**config.mk**
```make
export PLATFORM = sky130hd
export DESIGN_NAME = divider_step_controller
export DESIGN_NICKNAME = d
export VERILOG_FILES = /design/src/rtl/divider_step_controller_pkg.sv /design/src/rtl/divider_step_controller_step_phase_timer.sv /design/src/rtl/divider_step_controller.sv
export SDC_FILE = /design/constraint.sdc
export NUM_CORES = 1
export LEC_CHECK = 0
export ABC_AREA = 0
export CAP_MARGIN = 30
export CORE_MARGIN = 2
export CORE_UTILIZATION = 40
export CTS_BUF_LIST = sky130_fd_sc_hd__clkbuf_8 sky130_fd_sc_hd__clkbuf_16
export CTS_CLUSTER_DIAMETER = 200
export DETAILED_ROUTE_END_ITERATION = 6
export GPL_ROUTABILITY_DRIVEN = 1
export PLACE_DENSITY = 0.57
export SETUP_SLACK_MARGIN = 0.05
export SKIP_LAST_GASP = 1
export SYNTH_ARGS = -nofsm -noshare
export SYNTH_HDL_FRONTEND = slang
export SYNTH_SLANG_ARGS = --single-unit
```
**constraint.sdc**
```tcl
create_clock -name clock_in -period 2.5 [get_ports clock_in]
set_input_delay 0.5 -clock clock_in [delete_from_list [all_inputs] [get_ports clock_in]]
set_output_delay 0.5 -clock clock_in [all_outputs]
set_load 0.01 [all_outputs]
```
**src/rtl/divider_step_controller_pkg.sv**
```systemverilog
// Shared definitions for the divider step controller.
// Holds the FSM state encoding, the default parameter constants and the
// derivation of the largest legal half-divisor from the divider wrap limit.
package divider_step_controller_pkg;

  localparam int DEFAULT_MAX_DIVISION  = 10;
  localparam int DEFAULT_DIVISOR_RANGE = 6;
  localparam int DEFAULT_PULSE_CYCLES  = 4;
  localparam int DEFAULT_GAP_CYCLES    = 4;

  typedef enum logic [1:0] {
    IDLE   = 2'd0,
    HIGH   = 2'd1,
    LOW    = 2'd2,
    FINISH = 2'd3
  } state_e;

  // Largest half-divisor the divider reaches before wrapping back to 1.
  function automatic int max_half_f(input int max_division);
    return max_division / 2;
  endfunction

endpackage

```
**src/rtl/divider_step_controller_step_phase_timer.sv**
```systemverilog
// Phase timer for the step sequence.
// Counts clock_in cycles within the current high or low phase and flags the
// last cycle of that phase so the controller can move on.
// Ports:
//   clock_in    rising-edge clock
//   reset       asynchronous active-high reset
//   run         a high or low phase is in progress
//   high_phase  1 = timing the high phase, 0 = timing the low phase
//   phase_end   combinational flag: this is the final cycle of the phase
module step_phase_timer
  import divider_step_controller_pkg::*;
#(
  parameter int PULSE_CYCLES = DEFAULT_PULSE_CYCLES,
  parameter int GAP_CYCLES   = DEFAULT_GAP_CYCLES
) (
  input  logic clock_in,
  input  logic reset,
  input  logic run,
  input  logic high_phase,
  output logic phase_end
);

  localparam int MAX_CYCLES = (PULSE_CYCLES > GAP_CYCLES) ? PULSE_CYCLES : GAP_CYCLES;
  localparam int CNT_W      = $clog2(MAX_CYCLES + 1);

  logic [CNT_W-1:0] cnt_r;
  logic [CNT_W-1:0] limit_s;

  // Select the terminal count for the active phase and flag its last cycle.
  always_comb begin
    limit_s   = {CNT_W{1'b0}};
    phase_end = 1'b0;
    if (high_phase) begin
      limit_s = CNT_W'(PULSE_CYCLES - 1);
    end else begin
      limit_s = CNT_W'(GAP_CYCLES - 1);
    end
    if (run) begin
      phase_end = (cnt_r == limit_s);
    end else begin
      phase_end = 1'b0;
    end
  end

  // Cycle counter; restarts at every phase boundary and whenever idle.
  always_ff @(posedge clock_in or posedge reset) begin
    if (reset) begin
      cnt_r <= {CNT_W{1'b0}};
    end else if (!run || phase_end) begin
      cnt_r <= {CNT_W{1'b0}};
    end else begin
      cnt_r <= cnt_r + CNT_W'(1);
    end
  end

endmodule

```
**src/rtl/divider_step_controller.sv**
```systemverilog
// Divider step controller.
// Walks an external clock divider from its current half-divisor to a
// requested one by issuing step pulses (one increment per pulse, wrapping
// MAX_HALF -> 1), while keeping a model of the divider's half-divisor.
// Ports:
//   clock_in              rising-edge clock
//   reset                 asynchronous active-high reset
//   req_valid             host requests a new half-divisor
//   req_half_divisor      requested target half-divisor
//   req_ready             controller idle, request accepted this cycle
//   step_divisor          registered step pulse to the divider
//   busy                  step sequence in progress
//   done                  one-cycle pulse, divider now at target
//   error                 one-cycle pulse, request out of range
//   current_half_divisor  model of the divider's half-divisor
module divider_step_controller
  import divider_step_controller_pkg::*;
#(
  parameter int MAX_DIVISION  = DEFAULT_MAX_DIVISION,
  parameter int DIVISOR_RANGE = DEFAULT_DIVISOR_RANGE,
  parameter int PULSE_CYCLES  = DEFAULT_PULSE_CYCLES,
  parameter int GAP_CYCLES    = DEFAULT_GAP_CYCLES
) (
  input  logic                     clock_in,
  input  logic                     reset,
  input  logic                     req_valid,
  input  logic [DIVISOR_RANGE-1:0] req_half_divisor,
  output logic                     req_ready,
  output logic                     step_divisor,
  output logic                     busy,
  output logic                     done,
  output logic                     error,
  output logic [DIVISOR_RANGE-1:0] current_half_divisor
);

  localparam logic [DIVISOR_RANGE-1:0] MAX_HALF = DIVISOR_RANGE'(max_half_f(MAX_DIVISION));
  localparam logic [DIVISOR_RANGE-1:0] ONE      = DIVISOR_RANGE'(1);
  localparam logic [DIVISOR_RANGE-1:0] ZERO     = DIVISOR_RANGE'(0);

  state_e                     state_r;
  state_e                     next_state_s;
  logic [DIVISOR_RANGE-1:0]   steps_left_r;
  logic [DIVISOR_RANGE-1:0]   current_r;
  logic [DIVISOR_RANGE-1:0]   step_count_s;
  logic [DIVISOR_RANGE-1:0]   next_model_s;
  logic                       step_r;
  logic                       done_r;
  logic                       error_r;
  logic                       busy_r;
  logic                       ready_r;
  logic                       accept_s;
  logic                       reject_s;
  logic                       match_s;
  logic                       run_s;
  logic                       high_phase_s;
  logic                       phase_end_s;

  step_phase_timer #(
    .PULSE_CYCLES (PULSE_CYCLES),
    .GAP_CYCLES   (GAP_CYCLES)
  ) u_timer (
    .clock_in   (clock_in),
    .reset      (reset),
    .run        (run_s),
    .high_phase (high_phase_s),
    .phase_end  (phase_end_s)
  );

  // Request decode, wrapped step distance and the model's next value.
  always_comb begin
    accept_s     = req_valid && (state_r == IDLE);
    reject_s     = (req_half_divisor == ZERO) || (req_half_divisor > MAX_HALF);
    match_s      = (req_half_divisor == current_r);
    run_s        = (state_r == HIGH) || (state_r == LOW);
    high_phase_s = (state_r == HIGH);
    // Going backwards wraps through MAX_HALF; ordering the terms this way
    // keeps every intermediate below MAX_HALF, so nothing overflows.
    if (req_half_divisor > current_r) begin
      step_count_s = req_half_divisor - current_r;
    end else begin
      step_count_s = (MAX_HALF - current_r) + req_half_divisor;
    end
    if (current_r == MAX_HALF) begin
      next_model_s = ONE;
    end else begin
      next_model_s = current_r + ONE;
    end
  end

  // Next-state logic.
  always_comb begin
    next_state_s = state_r;
    case (state_r)
      IDLE: begin
        if (accept_s && !reject_s && match_s) begin
          next_state_s = FINISH;
        end else if (accept_s && !reject_s) begin
          next_state_s = HIGH;
        end else begin
          next_state_s = IDLE;
        end
      end
      HIGH: begin
        if (phase_end_s) begin
          next_state_s = LOW;
        end else begin
          next_state_s = HIGH;
        end
      end
      LOW: begin
        if (phase_end_s && (steps_left_r <= ONE)) begin
          next_state_s = FINISH;
        end else if (phase_end_s) begin
          next_state_s = HIGH;
        end else begin
          next_state_s = LOW;
        end
      end
      FINISH:  next_state_s = IDLE;
      default: next_state_s = IDLE;
    endcase
  end

  // State register.
  always_ff @(posedge clock_in or posedge reset) begin
    if (reset) begin
      state_r <= IDLE;
    end else begin
      state_r <= next_state_s;
    end
  end

  // Output flops decoded from the next state so they line up with state_r;
  // step_divisor therefore comes straight from a flop and is high only in HIGH.
  always_ff @(posedge clock_in or posedge reset) begin
    if (reset) begin
      step_r  <= 1'b0;
      done_r  <= 1'b0;
      error_r <= 1'b0;
      busy_r  <= 1'b0;
      ready_r <= 1'b1;
    end else begin
      step_r  <= (next_state_s == HIGH);
      done_r  <= (next_state_s == FINISH);
      error_r <= accept_s && reject_s;
      busy_r  <= (next_state_s != IDLE);
      ready_r <= (next_state_s == IDLE);
    end
  end

  // Divider model: advances as each high phase starts, like the divider does
  // on the rising edge of step_divisor.
  always_ff @(posedge clock_in or posedge reset) begin
    if (reset) begin
      current_r <= ONE;
    end else if ((next_state_s == HIGH) && (state_r != HIGH)) begin
      current_r <= next_model_s;
    end else begin
      current_r <= current_r;
    end
  end

  // Remaining steps: latched on acceptance, decremented at each gap end.
  always_ff @(posedge clock_in or posedge reset) begin
    if (reset) begin
      steps_left_r <= ZERO;
    end else if (accept_s && !reject_s && !match_s) begin
      steps_left_r <= step_count_s;
    end else if ((state_r == LOW) && phase_end_s && (steps_left_r != ZERO)) begin
      steps_left_r <= steps_left_r - ONE;
    end else begin
      steps_left_r <= steps_left_r;
    end
  end

  assign req_ready            = ready_r;
  assign step_divisor         = step_r;
  assign busy                 = busy_r;
  assign done                 = done_r;
  assign error                = error_r;
  assign current_half_divisor = current_r;

endmodule

```
==> impl_metrics.py <==
metrics = {
    "power": {
        "powerDensity_nw_per_um2": 341.4,
        "peakVddDrop_v": 0.0002726,
        "cellLeakagePower_nw": 1.115,
    },
    "global_route": {
        "grt.busiest_layer": "met2",
        "grt_use_total_pct": 19.26,
        "grt_max_degree": 23,
        "globalRouteMet1Util_pct": 25.40,
        "grt_pass1_wl_um": 7810,
        "grt_pass1_vias": 1641,
        "gr-usage-met2_pct": 34.06,
        "antenna_found_initial": 0,
        "grt.overflow.total": 0,
        "met3_usage_pct": 1.852,
    },
    "worst_setup_path": {
        "cp_num_buf_inv": 3,
        "worstPathRequired_ns": 2.68,
        "crit_path_max_fanout": 6,
        "crit_slowest_cell": "clkdlybuf4s50_1",
        "cp_data_arrival_time_ns": 2.52,
        "path_class": "input pin to flip-flop",
        "critPathTopFamily": "buffers and inverters",
        "crit_path_max_incr_delay_ns": 0.46,
        "start_kind": "input pin",
        "crit_chain": "clkdlybuf4s50_1 > buf_4 > nand4bb_1 > a2111oi_4 > nand4b_4 > buf_4 > a2111oi_4 > xnor2_1",
        "cp-end-kind": "flip-flop",
    },
    "drt": {
        "wl_per_cell_um": 15.47,
        "drtAntennaViolNets": 0,
        "first_pass_iters": 4,
        "vias": 1539,
        "vias_per_cell": 5.217,
        "post-route-drc-count": 0,
        "drt_iter0_drc": 34,
        "wl_um": 4563,
    },
    "floorplanning": {
        "start_util_pct": 41.29,
        "core_um2": 4354,
        "rows": 24,
        "die_y_um": 71.05,
        "ios": 20,
        "fp.dieW_um": 71.05,
        "dieArea_um2": 5047,
    },
    "finish": {
        "mostFrequentLayoutCells": "buf_4, inv_1, dfrtp_1",
        "stdcell_area_um2": 2471,
        "syn_to_final_growth_pct": 37.44,
        "final_nets": 281,
        "antenna_cells": 0,
        "layout_commonest_cell": "buf_4",
        "drive_gt1_share_pct": 28.40,
        "seq_area_um2": 553.0,
        "multiInputGateArea_um2": 1230,
        "nFillCells": 389,
    },
    "yosys": {
        "netlist_area_um2": 1798,
        "synth_top_cells_by_area": "dfrtp_1, ha_1, inv_1, fa_1, a21oi_1",
        "synth_area_per_cell_um2": 9.667,
        "synth.top_cell.area_share_pct": 27.84,
        "synth_seq_cells": 22,
        "ys_warn_count": 0,
        "yosysSeqAreaShare_pct": 30.76,
        "syn_inst": 186,
        "synth_nets": 223,
        "synth_top_cell_by_area": "dfrtp_1",
        "synthDistinctLibCells": 38,
    },
    "timing": {
        "clock-skew-final_ns": 0.003542,
        "slew_viol_final": 0,
        "tightest_slew_ns": 0.5899,
        "max_freq_mhz": 426.6,
        "finalSetupViolCount": 0,
        "final_hold_viol_count": 0,
        "finalWorstPathRequiredPeriod_ns": 2.344,
        "whs_ns": 0.4599,
        "rsz0062_at_grt": "no",
        "timing.final.crit_share_pct": 93.76,
        "max_slew_margin_pct": 60.49,
    },
    "clock_network": {
        "clk_latency_ns": 0.26,
        "cts-buffers-inserted": 3,
        "path_clk_slew_ns": 0.09,
        "htreeDepth": 1,
        "hold_buffers": 0,
        "clockRootBuffer": "clkbuf_8",
        "cts_tree": "yes",
        "cts.sinks": 22,
        "clk_path_buf_depth": 2,
    },
    "hold_path": {
        "hold_class": "flip-flop to flip-flop",
    },
    "place": {
        "place_hpwl_um": 3538,
        "gp_congestion": 0.8782,
        "post_dp_cell_area_um2": 2281,
        "portBuffers": 19,
    },
    "outcome": {
        "status": "complete, no violations",
    },
    "job": {
        "drv_cap": 0,
    },
}
-- area by class of cell --
| cell class | instances | area share (%) |
|---|---|---|
| tap | 52 | 2.633 |
| timing repair buffer | 54 | 18.53 |
| inverter | 25 | 3.797 |
| clock inverter | 1 | 1.215 |
| sequential | 22 | 22.38 |
| clock buffer | 3 | 1.671 |
| multi-input combinational | 138 | 49.77 |
-- path summary, 6_finish.rpt --
check,startpoint,end,slack (ns),cells after the start
setup / recovery,req_half_divisor[3],current_half_divisor[5]$_DFFE_PP0P_,0.16,8
hold / removal,u_timer.cnt_r[0]$_DFF_PP0_,u_timer.cnt_r[0]$_DFF_PP0_,0.46,1
setup reg to reg,u_timer.cnt_r[0]$_DFF_PP0_,current_half_divisor[5]$_DFFE_PP0P_,0.17,8
hold reg to reg,u_timer.cnt_r[0]$_DFF_PP0_,u_timer.cnt_r[0]$_DFF_PP0_,0.46,1
max in group asynchronous,reset,current_half_divisor[0]$_DFFE_PP1P_,1.64,3
min in group asynchronous,reset,steps_left_r[3]$_DFFE_PP0P_,0.57,3
-- report_power, final --
| part | leakage (nW) | switching, mW | internal (mW) | total, mW |
|---|---|---|---|---|
| combinational | 0.820 | 0.0724 | 0.0763 | 0.149 |
| clock | 0.0357 | 0.125 | 0.214 | 0.339 |
| sequential | 0.259 | 0 | 0.356 | 0.356 |
| total | 1.12 | 0.198 | 0.646 | 0.844 |
-- worst reg2reg max path: stages, from the launching register on --
cell and delay [ns]:
dfrtp_1 0.40, ha_1 0.22, ha_1 0.28, nand2_1 0.13, mux2i_1 0.24, nand3_1 0.19, buf_4 0.22, a2111oi_4 0.37
xnor2_1 0.19
-- cells by family after synthesis --
group / count (synthesis) / synth area share, %
AND/OR/NAND/NOR: 53 / 16.42
AO/OA/AOI/OAI: 35 / 14.61
adder cells (fa/ha/maj): 28 / 21.16
buffers and inverters: 26 / 5.497
flip-flops: 22 / 30.76
XOR/XNOR: 13 / 6.333
multiplexers: 9 / 5.219
-- through the flow --
| step | instances | TNS, ns | setup slack (ns) | utilization [%] | power [mW] |
|---|---|---|---|---|---|
| floorplan | 186 | 0 | 0.2397 | - | 0.4287 |
| global placement | 287 | -1.767 | -0.2948 | 52.39 | 0.4893 |
| detailed placement | 287 | -2.397 | -0.3642 | 52.39 | 0.4926 |
| global route | 295 | 0 | 0.04416 | 56.75 | 0.8845 |
| finish | 295 | 0 | 0.1560 | 56.75 | 0.8436 |
| CTS | 291 | 0 | 0.07666 | 54.63 | 0.8386 |
-- routing by layer --
metal	part of all wire [%]	routed length, µm
met5	0	0
met3	2.7	124
met4	1.2	53
met1	44	1991
met2	52	2394
-- synth_stat cells (all sizes together) --
master / instances
a21o: 2
nor2: 12
ha: 24
buf: 1
inv: 25
and3: 3
nor2b: 3
nand3b: 2
o221ai: 1
mux2i: 6
nand2b: 2
a31oi: 2
nand3: 5
nand2: 11
xor2: 7
a21oi: 13
nor3: 6
a41oi: 1
a31o: 2
nand4bb: 1
o21bai: 1
xnor2: 6
o21ai: 8
or2: 2
nand4b: 1
o2111ai: 1
o2bb2ai: 1
nand4: 1
and4: 2
and2: 2
dfstp: 2
a2111oi: 3
mux2: 3
fa: 4
dfrtp: 20
-- state kept, by name, summed over array words and instances, names as in the netlist --
| name | count |
|---|---|
| current_half_divisor | 6 |
| steps_left_r | 6 |
| u_timer.cnt_r | 3 |
| step_divisor | 1 |
| error | 1 |
| state_r | 2 |
| req_ready | 1 |
| done | 1 |
| busy | 1 |
-- what timing repair did --
item | in CTS | in global routing
cloned | 0 | 0
pin swaps | 1 | 7
setup buffers | 0 | 4
setup endpoints to repair | 6 | 7
resized for setup | 6 | 17
Power figures use the tool's default switching activity.
